<file path="config.mk">
export PLATFORM = sky130hd
export DESIGN_NAME = jtoutrun_subbridge
export DESIGN_NICKNAME = d
export VERILOG_FILES = /design/src/rtl/jtoutrun_subbridge.sv
export SDC_FILE = /design/constraint.sdc
export NUM_CORES = 1
export LEC_CHECK = 0
export ABC_AREA = 1
export CAP_MARGIN = 20
export CORE_MARGIN = 2
export CORE_UTILIZATION = 48
export DETAILED_ROUTE_END_ITERATION = 7
export PLACE_DENSITY = 0.86
export SLEW_MARGIN = 10
export SYNTH_ARGS = -nofsm -noshare
export SYNTH_HDL_FRONTEND = slang
export SYNTH_SLANG_ARGS = --single-unit
</file>
<file path="constraint.sdc">
create_clock -name clk -period 2.25 [get_ports clk]
set_input_delay 0.45 -clock clk [delete_from_list [all_inputs] [get_ports clk]]
set_output_delay 0.45 -clock clk [all_outputs]
set_load 0.005 [all_outputs]
</file>
<file path="src/rtl/jtoutrun_subbridge.sv">
// Bridges main CPU accesses in the sub CPU window onto the sub CPU bus:
// requests the bus, waits for grant and data, then returns DTACK to the main CPU.
module jtoutrun_subbridge #(
  parameter int SETTLE = 2,
  parameter int TOUT   = 255
) (
  input  logic        clk,
  input  logic        rst,
  input  logic        cpu_cen,
  input  logic        win_cs,
  input  logic [19:1] cpu_A,
  input  logic        cpu_ASn,
  input  logic [1:0]  cpu_dsn,
  input  logic        cpu_rnw,
  input  logic [15:0] cpu_dout,
  output logic [15:0] cpu_din,
  output logic        win_ok,
  output logic        win_err,
  output logic        sub_br,
  output logic [19:1] sub_A,
  output logic [1:0]  sub_dsn,
  output logic        sub_rnw,
  output logic [15:0] sub_dout,
  input  logic [15:0] sub_din,
  input  logic        sub_ok
);

  typedef enum logic [2:0] {
    ST_IDLE, ST_GRANT, ST_SETTLE, ST_DATA, ST_ACK, ST_RELEASE
  } state_t;

  state_t      state_q, state_d;
  logic [2:0]  cnt_q, cnt_d;
  logic [7:0]  tout_q, tout_d;
  logic        err_q, err_d;
  logic [15:0] din_q, din_d;
  logic [19:1] a_q, a_d;
  logic [1:0]  dsn_q, dsn_d;
  logic        rnw_q, rnw_d;
  logic [15:0] dout_q, dout_d;
  logic        start;

  assign start = win_cs & ~cpu_ASn & cpu_cen;

  always_comb begin
    state_d = state_q;
    cnt_d   = cnt_q;
    tout_d  = tout_q;
    err_d   = err_q;
    din_d   = din_q;
    a_d     = a_q;
    dsn_d   = dsn_q;
    rnw_d   = rnw_q;
    dout_d  = dout_q;
    case (state_q)
      // RELEASE accepts a pending request directly so that back-to-back
      // accesses drop sub_br for a single clock only.
      ST_IDLE, ST_RELEASE: begin
        state_d = ST_IDLE;
        if (start) begin
          a_d     = cpu_A;
          dsn_d   = cpu_dsn;
          rnw_d   = cpu_rnw;
          dout_d  = cpu_dout;
          tout_d  = 8'd0;
          state_d = ST_GRANT;
        end
      end
      ST_GRANT: begin
        if (cpu_ASn) begin
          state_d = ST_RELEASE;
        end else if (sub_ok) begin
          cnt_d   = 3'(SETTLE);
          state_d = ST_SETTLE;
        end else if (tout_q == 8'(TOUT)) begin
          err_d   = 1'b1;
          din_d   = 16'hFFFF;
          state_d = ST_ACK;
        end else begin
          tout_d = tout_q + 8'd1;
        end
      end
      // sub_ok may still reflect the pre-grant bus here, so it is ignored
      ST_SETTLE: begin
        if (cpu_ASn) begin
          state_d = ST_RELEASE;
        end else begin
          cnt_d = cnt_q - 3'd1;
          if (cnt_q <= 3'd1) begin
            tout_d  = 8'd0;
            state_d = ST_DATA;
          end
        end
      end
      ST_DATA: begin
        if (cpu_ASn) begin
          state_d = ST_RELEASE;
        end else if (sub_ok) begin
          if (rnw_q) din_d = sub_din;
          state_d = ST_ACK;
        end else if (tout_q == 8'(TOUT)) begin
          err_d   = 1'b1;
          din_d   = 16'hFFFF;
          state_d = ST_ACK;
        end else begin
          tout_d = tout_q + 8'd1;
        end
      end
      ST_ACK: begin
        if (cpu_ASn) state_d = ST_RELEASE;
      end
      default: state_d = ST_IDLE;
    endcase
  end

  always_ff @(posedge clk) begin
    if (!rst) begin
      state_q <= ST_IDLE;
      cnt_q   <= 3'd0;
      tout_q  <= 8'd0;
      err_q   <= 1'b0;
      din_q   <= 16'd0;
      a_q     <= '0;
      dsn_q   <= 2'b11;
      rnw_q   <= 1'b1;
      dout_q  <= 16'd0;
    end else begin
      state_q <= state_d;
      cnt_q   <= cnt_d;
      tout_q  <= tout_d;
      err_q   <= err_d;
      din_q   <= din_d;
      a_q     <= a_d;
      dsn_q   <= dsn_d;
      rnw_q   <= rnw_d;
      dout_q  <= dout_d;
    end
  end

  assign sub_br   = (state_q == ST_GRANT) || (state_q == ST_SETTLE) ||
                    (state_q == ST_DATA)  || (state_q == ST_ACK);
  assign win_ok   = (state_q == ST_ACK);
  assign win_err  = err_q;
  assign cpu_din  = din_q;
  assign sub_A    = a_q;
  assign sub_dsn  = dsn_q;
  assign sub_rnw  = rnw_q;
  assign sub_dout = dout_q;

endmodule

</file>
Yosys cells after proc, flatten, opt, wreduce, memory -nomap -nowiden. Cells that the tools add are included.

Register bits after elaboration: 69. Output and inout bits: 57. Word-level logic and storage cells: 78.

Reductions and logical operators: 15. Mux-type cells: 28. Bitwise gates (word level): 4. Magnitude comparators: 1. Equal/unequal tests: 19. Add/subtract/negate cells: 2.

Operator list (number): $mux W16 (6); $mux W8 (6); $mux W3 (11); $pmux W16 S2 (1); $pmux W8 S3 (1); $ne A2 B2 Y1 const B (11); $pmux W3 S5 (1); $add A8 B1 Y8 const B (1); $eq A8 B8 Y1 const B (1); $reduce_and A4 Y1 (2); $reduce_and A7 Y1 (1); $eq A3 B2 Y1 const B (2); $eq A3 B3 Y1 const B (2); $ne A3 B3 Y1 const B (2); $pmux W3 S2 (1); $reduce_and A5 Y1 (1); $reduce_and A2 Y1 (2); $reduce_bool A2 Y1 (2); $reduce_or A2 Y1 (2); $eq A3 B1 Y1 const B (1); $le A3 B1 Y1 const B (1); $logic_not A3 Y1 (1); $logic_or A1 B1 Y1 (3); $reduce_bool A3 Y1 (1); other kinds (4) (6).

Longest topological paths before layout. Gate-level depths: netlist (run 1).

Depth after elaboration: 5. Mapped depth: 10. Mapped depth without buffers: 9.

Least setup slack after synthesis (run 1). OpenSTA, ideal clock, no wires.

Kind: reg2reg. From: register tout_q[0]. To: register tout_q[4]. Required time: 2.176 ns. Buffers on the path: 0. Period minus slack after synthesis: 1.446 ns. Path slack: 0.804 ns. Arrival time: 1.373 ns. Stages on the path, launching flop included: 10. Cell sequence: dfxtp_1 -> ha_1 -> inv_1 -> nor2_2 -> nand2_2 -> nand2_1 -> nand2_2 -> nand3_2 -> nand2_1 -> a21oi_1.

Cells in the longest elaborated chain, start to end: 5.

RTL lines: start: declaration (RTL line 34) `logic [7:0] tout_q, tout_d;`; start signal: assignment (RTL line 130) `tout_q <= tout_d;`; $add A8 B1 Y8 (RTL line 80, 106); $mux W8 (RTL line 75, 101); $mux W8 (RTL line 98) `end else if (sub_ok) begin`; $mux W8 (RTL line 70) `if (cpu_ASn) begin`; $pmux W8 S3 (RTL line 55) `case (state_q)`.

Several ways; a longest one is shown, not always the timed one. The select of a mux whose other input is x is not followed. A chain may end at the register's enable or synchronous reset.

Worst setup path in the final report (run 1).
From: register state_q[0]. To: output win_ok.

Cells in the longest elaborated chain, start to end: 1.

RTL lines: start: declaration (RTL line 32) `state_t state_q, state_d;`; start signal: assignment (RTL line 128) `state_q <= state_d;`; $eq A3 B3 Y1 (RTL line 142) `assign win_ok = (state_q == ST_ACK);`; end: declaration (RTL line 17) `output logic win_ok,`.

No other way between the ends.

==> results of run 1 <==
## cells by family (layout without fill, tap and decap cells)
| group | count (synthesis) | after routing | synth area share |
|---|---|---|---|
| compound gates | 79 | 79 | 0.151 |
| xor+xnor | 4 | 4 | 0.0112 |
| fa+ha+maj | 2 | 2 | 0.00798 |
| buf+inv | 44 | 162 | 0.0690 |
| flops | 69 | 69 | 0.441 |
| simple gates | 199 | 199 | 0.320 |
## tightest hold or removal path: stages (launching register included)
cell and delay, ps:
dfxtp_1 330, a31oi_1 50, nor2_1 70
## routing by layer
layer,part of all wire,global-route usage,vias to the layer above
met2,0.47,0.375,126
met4,0.020,0.0967,0
met5,0,0,-
li1,-,-,1548
met1,0.41,0.277,1402
met3,0.10,0.0895,12
## layout make-up
type,instances,share of cell area
Multi-Input combinational cell,284,0.340
Sequential cell,69,0.305
Timing Repair Buffer,124,0.275
Clock buffer,11,0.0290
Tap cell,77,0.0213
Inverter,23,0.0191
Clock inverter,4,0.0110
## placed cells by master, fill, tap and decap left out, drive strengths merged
master and n:
nor3 16, clkdlybuf4s50 116, nand3 24, nor4 16, xnor2 2, inv 23
ha 2, bufinv 1, o211ai 1, a31oi 1, clkinv 1, nor2 96
xor2 2, buf 8, o21bai 1, a21oi 33, o21ai 43, clkbuf 11
clkinvlp 2, nand4 1, dfxtp 69, nand2 46
## through the flow
stage | setup TNS, ps | worst slack (ps) | area, um2 | cells
2_1_floorplan | 0 | 804 | 3140 | 397
3_3_place_gp | 0 | 75.9 | 4350 | 577
3_5_place_dp | -88.2 | -18.7 | 4350 | 577
4_1_cts | 0 | 164 | 4530 | 592
5_1_grt | 0 | 62.9 | 4530 | 592
6_report | 0 | 167 | 4530 | 592
## state kept, by name (all words and copies together) (netlist names)
signal and cells:
sub_dsn 2, sub_rnw 1, sub_A 19, cpu_din 16, cnt_q 3, win_err 1
sub_dout 16, state_q 3, tout_q 8
## where the power goes
group | internal [mW] | switching, mW
combinational | 0.245 | 0.216
clock | 0.505 | 0.450
sequential | 1.27 | 0.0288
total | 2.02 | 0.695
## final timing paths
check,end,depth (start not counted),startpoint
max,win_ok,4,state_q[0]
min,win_err,2,win_err
max reg2reg,tout_q[3],9,tout_q[0]
min reg2reg,win_err,2,win_err
==> results.yml, run 1 <==
clock_tree:
  numCtsBuffers: 9
  root_buffer: "clkbuf_8"
  clk_pin_slew_worst_paths_ps: 70
  cts_tree: "yes"
  clockBufferDepth: 2
  clkLatencyLatePin_ps: 340
  htreeDepth: 3
  post-cts-setup-buffer-count: 0
  cts_resized: 0
  postCtsHoldBufs: 0
  cts_sinks: 69
timing:
  finalSetupViolations: 0
  clock_skew_ps: 7.05
  period_needed_ps: 2080
  max_freq_mhz: 480
  max_slew_margin: 0.552
  tightest_slew_ps: 669
  rsz0062_at_grt: "no"
  slew_violations: 0
  finalCritPeriodShare: 0.926
  hold_viol: 0
  fin_hold_ws_ps: 478
die:
  initial_core_util: 0.494
  die_y_um: 84.8
  rows: 29
  die_area_um2: 7190
  core_area_um2: 6350
  die_w_um: 84.8
  io_pins: 117
worst_setup_path:
  end_kind: "primary output"
  cp_max_fo: 4
  crit_type: "reg -> out"
  regToRegSetupSlack_ps: 520
  critical_path.top_delay_family: "buffers and inverters"
  critPathLaunchType: "flip-flop"
  required_ps: 1800
  cp_slowest_cell: "clkdlybuf4s50_1"
  cpPeakStageDelay_ps: 520
  path_cells: "nor2_1 -> nand2_1 -> inv_1 -> clkdlybuf4s50_1"
  cp.arrival_ps: 1630
  crit_buf_inv: 2
global_route:
  antenna_found_initial: 0
  grtUsageTotal: 0.232
  grt_start_max_net_pins: 39
  grt_pass1_wl_mm: 13.6
  overflow: 0
  grt_pass1_vias: 3037
final_layout:
  multi_input_area_um2: 1540
  seq_area_um2: 1380
  area_growth_pct: 44.5
  fin_nets: 573
  drive_above_1_share: 0.136
  nFillCells: 488
  fin_util: 0.713
  antenna_cells: 0
route:
  drt_first_pass_iters: 4
  routed_via_density: 5.22
  num_vias: 3088
  antenna_left: 0
  drt-total-wl_mm: 7.99
  wire_per_inst_um: 13.5
  drc: 0
  drt_iter0_drc: 165
placed_design:
  place_congestion: 0.837
  io_buffers: 116
  dpl.hpwl_mm: 5.78
synth:
  ys_seq_area_frac: 0.441
  yosys.area.top_type_share: 0.441
  ys.flop_type: "dfxtp_1"
  synth_nets: 459
  yosysMostFrequentCell: "nor2_1"
  synth_cell_type_count: 34
  netlist_area_um2: 3140
  synth_cells: 397
  synth_edf_count: 0
  synth_common_cells: "93 x nor2_1, 69 x dfxtp_1, 42 x nand2_1"
  yosysTopAreaCell: "dfxtp_1"
  ys_warn_count: 0
  netlist_top_cells_area: "dfxtp_1 44%, nor2_1 11%, o21ai_0 6.4%"
  ys_async_sr_fraction: 0
  syn_avg_cell_area_um2: 7.90
  ys_ff_latch: 69
pwr:
  power.total_mw: 2.71
  power_density_nw_per_um2: 599
  ir_drop_mv: 0.567
  p_leak_nw: 1.61
outcome:
  outcome: "complete, no violations"
flow_run:
  cap_violations: 0
hold_path:
  min_path_type: "reg -> reg"
Power figures use the tool's default switching activity.
==> run 2, diff against run 1 <==
- MAX_ROUTING_LAYER: unset -> met4
- SKIP_CTS_REPAIR_TIMING: unset -> 1
==> run 2 against run 1 <==
Against the previous run:
- critical path depth is the same
- maximum frequency shrank 0.41%
- hold slack is essentially flat
- non-clock buffer count is the same
- core utilization is the same
- combinational power is essentially flat
- worst setup slack lost 8.6 ps
- sequential power is essentially flat
==> results.yml, run 2 (synthesis gave the netlist of run 1 again) <==
outcome:
  outcome: "complete, no violations"
final_layout:
  drive_above_1_share: 0.136
  largest_reg_flops: 19
  seq_area_um2: 1380
  fin_nets: 573
  multi_input_area_um2: 1540
  nFillCells: 488
  area_growth_pct: 44.5
  antenna_cells: 0
  mostFrequentLayoutCells: "116 x clkdlybuf4s50_1, 93 x nor2_1, 69 x dfxtp_1"
  finalInstanceArea_um2: 4530
  final_common_cell: "clkdlybuf4s50_1"
placed_design:
  place_congestion: 0.850
  dpl.hpwl_mm: 5.78
  io_buffers: 116
  dpl-instance-area_um2: 4350
route:
  drc: 0
  antenna_left: 0
  num_vias: 3081
  drt-total-wl_mm: 7.96
  wire_per_inst_um: 13.4
  drt_first_pass_iters: 4
  routed_via_density: 5.20
  drt_iter0_drc: 131
pwr:
  switching_share: 0.255
  internal_power_mw: 2.02
  power_density_nw_per_um2: 599
  power.total_mw: 2.71
  p_comb_frac: 0.170
  p_clk_frac: 0.351
  switchingPower_mw: 0.691
  ir_drop_mv: 0.567
  power_frac_seq: 0.479
  p_leak_nw: 1.61
die:
  die_w_um: 84.8
  core_area_um2: 6350
  rows: 29
  initial_core_util: 0.494
  io_pins: 117
  die_area_um2: 7190
  die_y_um: 84.8
timing:
  hold_viol: 0
  tightest_slew_ps: 673
  setup_tns_ps: 0
  period_needed_ps: 2090
  finalCritPeriodShare: 0.930
  clock_skew_ps: 6.20
  max_freq_mhz: 478
  fin_hold_ws_ps: 478
  slew_violations: 0
  finalSetupViolations: 0
  max_slew_margin: 0.550
  rsz0062_at_grt: "no"
global_route:
  antenna_found_initial: 0
  grt_start_max_net_pins: 39
  grt_pass1_wl_mm: 13.6
  overflow: 0
  grtUsageTotal: 0.239
  grt_pass1_vias: 3035
clock_tree:
  numCtsBuffers: 9
  cts_tree: "yes"
  clk_pin_slew_worst_paths_ps: 70
  root_buffer: "clkbuf_8"
  clkLatencyLatePin_ps: 340
  cts_sinks: 69
  clockBufferDepth: 2
  htreeDepth: 3
worst_setup_path:
  cp_slowest_cell: "clkdlybuf4s50_1"
  end_kind: "primary output"
  crit_type: "reg -> out"
  cpPeakStageDelay_ps: 520
  required_ps: 1800
  cp.arrival_ps: 1640
  path_cells: "nor2_1 -> nand2_1 -> inv_1 -> clkdlybuf4s50_1"
  critPathLaunchType: "flip-flop"
  cp_max_fo: 4
  critical_path.top_delay_family: "buffers and inverters"
  crit_buf_inv: 2
flow_run:
  cap_violations: 0
hold_path:
  min_path_type: "reg -> reg"
run 2: cell type report:
| type | instances | share of cell area |
|---|---|---|
| flip-flops and latches | 69 | 0.305 |
| inverters | 23 | 0.0191 |
| multi-input cells | 284 | 0.340 |
| repair buffers | 124 | 0.275 |
| clock inverters | 4 | 0.0110 |
| clock buffers | 11 | 0.0290 |
| well taps | 77 | 0.0213 |
run 2: worst paths after layout:
| kind | from | endpoint | slack [ps] | cells past startpoint |
|---|---|---|---|---|
| worst max register to register | tout_q[0] | tout_q[3] | 520 | 9 |
| worst min-delay path | win_err | win_err | 480 | 2 |
| worst max-delay path | state_q[0] | win_ok | 160 | 4 |
| worst min register to register | win_err | win_err | 480 | 2 |
run 2: power groups by stage:
| stage | Clock (mW) | Combinational [mW] | Sequential, mW |
|---|---|---|---|
| finish | 0.950 | 0.461 | 1.30 |
| global route | 1.03 | 0.509 | 1.30 |
| CTS | 0.972 | 0.463 | 1.30 |
| detailed placement | 0 | 0.460 | 1.33 |
| global placement | 0 | 0.451 | 1.32 |
| floorplan | 0 | 0.205 | 1.33 |
run 2: through the flow:
stage / cells / util / setup WS, ps
floorplan: 397 / - / 804
global placement: 577 / 0.685 / 75.9
detailed placement: 577 / 0.685 / -18.7
CTS: 592 / 0.713 / 164
global route: 592 / 0.713 / 62.8
finish: 592 / 0.713 / 158
run 2: worst reg2reg max path, delay by kind of cell, from the launching register on:
family | cells | cell delay, ps
DFF | 1 | 380
and+or+nand+nor | 6 | 810
buffers and inverters | 1 | 70
adders and majority gates | 1 | 250
AOI/OAI and AO/OA | 1 | 150
run 2: layer usage:
layer | vias to the layer above | wire length, um | global-route usage | part of all wire
met4 | 0 | 163 | 0.0967 | 0.020
met1 | 1406 | 3380 | 0.284 | 0.43
met5 | - | 0 | - | 0
li1 | 1545 | - | - | -
met3 | 12 | 698 | 0.0788 | 0.088
met2 | 118 | 3710 | 0.377 | 0.47
==> run 3, diff against run 2 <==
- ABC_AREA: 1 -> unset
- CORE_UTILIZATION: 48 -> 38
- PLACE_DENSITY: 0.86 -> 0.76
- RECOVER_POWER: unset -> 25
- clock period: 2.25 -> 1.77 ns (I/O delays scaled with it)
==> run 3 against run 2 <==
Against the previous run:
- core utilization fell by 9.5 points
- highest routed layer unchanged
- sequential share of layout area is 0.71 points higher
- worst setup slack worse by 54 ps
- synthesized cell count shrank 18%
- largest cell class is now buffers
- largest power group unchanged
- critical path depth up 3
- cell count shrank 5.2%
==> results.yml, run 3 <==
worst_setup_path:
  cp_slowest_cell: "clkdlybuf4s50_1"
  end_kind: "flip-flop"
  crit_type: "in -> reg"
  required_ps: 2040
  critPathLaunchType: "input pin"
  cp_max_fo: 8
  critical_path.top_delay_family: "buffers and inverters"
  crit_buf_inv: 2
  path_cells: "clkdlybuf4s50_1 -> nand2_2 -> o211ai_2 -> o211ai_4 -> buf_4 -> or3_1 -> a21oi_1"
  cp.arrival_ps: 1940
  cpPeakStageDelay_ps: 490
pwr:
  power_frac_seq: 0.458
  switching_share: 0.244
  power.total_mw: 3.55
  p_leak_nw: 1.69
  internal_power_mw: 2.69
  p_comb_frac: 0.141
  switchingPower_mw: 0.867
  power_density_nw_per_um2: 801
  p_clk_frac: 0.401
  ir_drop_mv: 0.467
clock_tree:
  root_buffer: "clkbuf_8"
  clk_pin_slew_worst_paths_ps: 80
  clkLatencyLatePin_ps: 350
  clockBufferDepth: 2
  numCtsBuffers: 9
  htreeDepth: 3
  cts_sinks: 69
  cts_tree: "yes"
die:
  initial_core_util: 0.387
  die_y_um: 89.5
  core_area_um2: 7180
  rows: 31
  die_w_um: 89.5
  die_area_um2: 8010
  io_pins: 117
synth:
  synth_cell_type_count: 39
  syn_avg_cell_area_um2: 8.55
  yosysTopAreaCell: "dfxtp_1"
  ys_warn_count: 0
  ys.flop_type: "dfxtp_1"
  synth_nets: 387
  yosys.area.top_type_share: 0.497
  yosysMostFrequentCell: "nand2_1"
  ys_ff_latch: 69
  synth_cells: 325
  ys_async_sr_fraction: 0
  netlist_top_cells_area: "dfxtp_1 50%, nand2_1 12%, a21oi_1 9.2%"
  netlist_area_um2: 2780
  synth_common_cells: "87 x nand2_1, 69 x dfxtp_1, 51 x a21oi_1"
  ys_seq_area_frac: 0.497
  synth_edf_count: 0
route:
  drt_iter0_drc: 103
  routed_via_density: 4.97
  drt-total-wl_mm: 7.23
  antenna_left: 0
  drc: 0
  drt_first_pass_iters: 4
  num_vias: 2786
  wire_per_inst_um: 12.9
global_route:
  overflow: 0
  grt_pass1_wl_mm: 11.4
  antenna_found_initial: 0
  grtUsageTotal: 0.186
  grt_start_max_net_pins: 32
  grt_pass1_vias: 2577
timing:
  finalSetupViolations: 0
  max_slew_margin: 0.734
  period_needed_ps: 1670
  slew_violations: 0
  max_freq_mhz: 600
  clock_skew_ps: 7.66
  setup_ws_ps: 104
  hold_viol: 0
  finalCritPeriodShare: 0.941
  tightest_slew_ps: 396
  rsz0062_at_grt: "no"
final_layout:
  area_growth_pct: 59.7
  stdcell_count: 561
  largest_reg_flops: 19
  fin_nets: 519
  drive_above_1_share: 0.149
  mostFrequentLayoutCells: "91 x clkdlybuf4s50_1, 86 x nand2_1, 68 x dfxtp_1"
  antenna_cells: 0
  fin_util: 0.618
  final_common_cell: "clkdlybuf4s50_1"
placed_design:
  io_buffers: 116
  pre_cts_slack_ps: -279
  dp.cells: 545
  place_congestion: 0.874
  dpl.hpwl_mm: 5.35
flow_run:
  cap_violations: 0
hold_path:
  min_path_type: "reg -> reg"
outcome:
  outcome: "complete, no violations"
## run 3: changes by cell type in the layout (fill, tap and decap cells not counted), sizes merged, moves of 18 or more
cell	previous run	this run
a21oi	33	51
clkdlybuf4s50	116	91
dlygate4sd3	0	23
nand2	46	87
nor2	96	8
o21ai	43	10
## run 3: path summary, 6_finish.rpt
| path | startpoint | endpoint | slack, ps | cells past startpoint |
|---|---|---|---|---|
| max | cpu_cen | tout_q[3] | 100 | 7 |
| min | sub_A[16] | sub_A[16] | 450 | 2 |
| max reg2reg | state_q[1] | tout_q[3] | 100 | 7 |
| min reg2reg | sub_A[16] | sub_A[16] | 450 | 2 |
## run 3: area by class of cell
cell class / count / area [um2]
Clock buffer: 9 / 124
Clock inverter: 7 / 98.8
Fill cell: 627 / 2740
Inverter: 9 / 33.8
Multi-Input combinational cell: 225 / 1280
Sequential cell: 69 / 1390
Tap cell: 99 / 124
Timing Repair Buffer: 143 / 1400
## run 3: power groups by stage
| stage | registers [mW] | logic [mW] | clock network [mW] |
|---|---|---|---|
| 6_report | 1.63 | 0.501 | 1.42 |
| 5_1_grt | 1.63 | 0.553 | 1.52 |
| 4_1_cts | 1.63 | 0.514 | 1.46 |
| 3_5_place_dp | 1.66 | 0.512 | 0 |
| 3_3_place_gp | 1.66 | 0.505 | 0 |
| 2_1_floorplan | 1.66 | 0.206 | 0 |
## run 3: metrics by stage
| stage | TNS (ps) | cell area (um2) | hold WS, ps |
|---|---|---|---|
| after floorplan | 0 | 2780 | 453 |
| after global placement | -10020 | 4210 | 440 |
| after detailed placement | -11240 | 4210 | 448 |
| after CTS | -509 | 4430 | 459 |
| after global routing | 0 | 4440 | 478 |
| final | 0 | 4440 | 455 |
## run 3: cells by family (layout without fill, tap and decap cells)
group	count (synthesis)	after routing	synth area share
fa+ha+maj	2	2	0.00900
compound gates	91	91	0.232
simple gates	129	129	0.204
xor+xnor	3	3	0.00946
flops	69	69	0.497
buf+inv	31	168	0.0486
## run 3: metal layers
metal	track usage	share of wire	up-vias
met5	-	0	-
met4	0.0760	0.016	0
met3	0.0388	0.060	9
met2	0.300	0.48	83
met1	0.227	0.45	1303
li1	-	-	1391
## run 3: worst reg2reg max path: stages, from the launching register on
cell and delay (ps):
dfxtp_1 440, buf_4 190, o21bai_1 80, o211ai_2 110, o211ai_4 130, buf_4 170
or3_1 340, a21oi_1 150
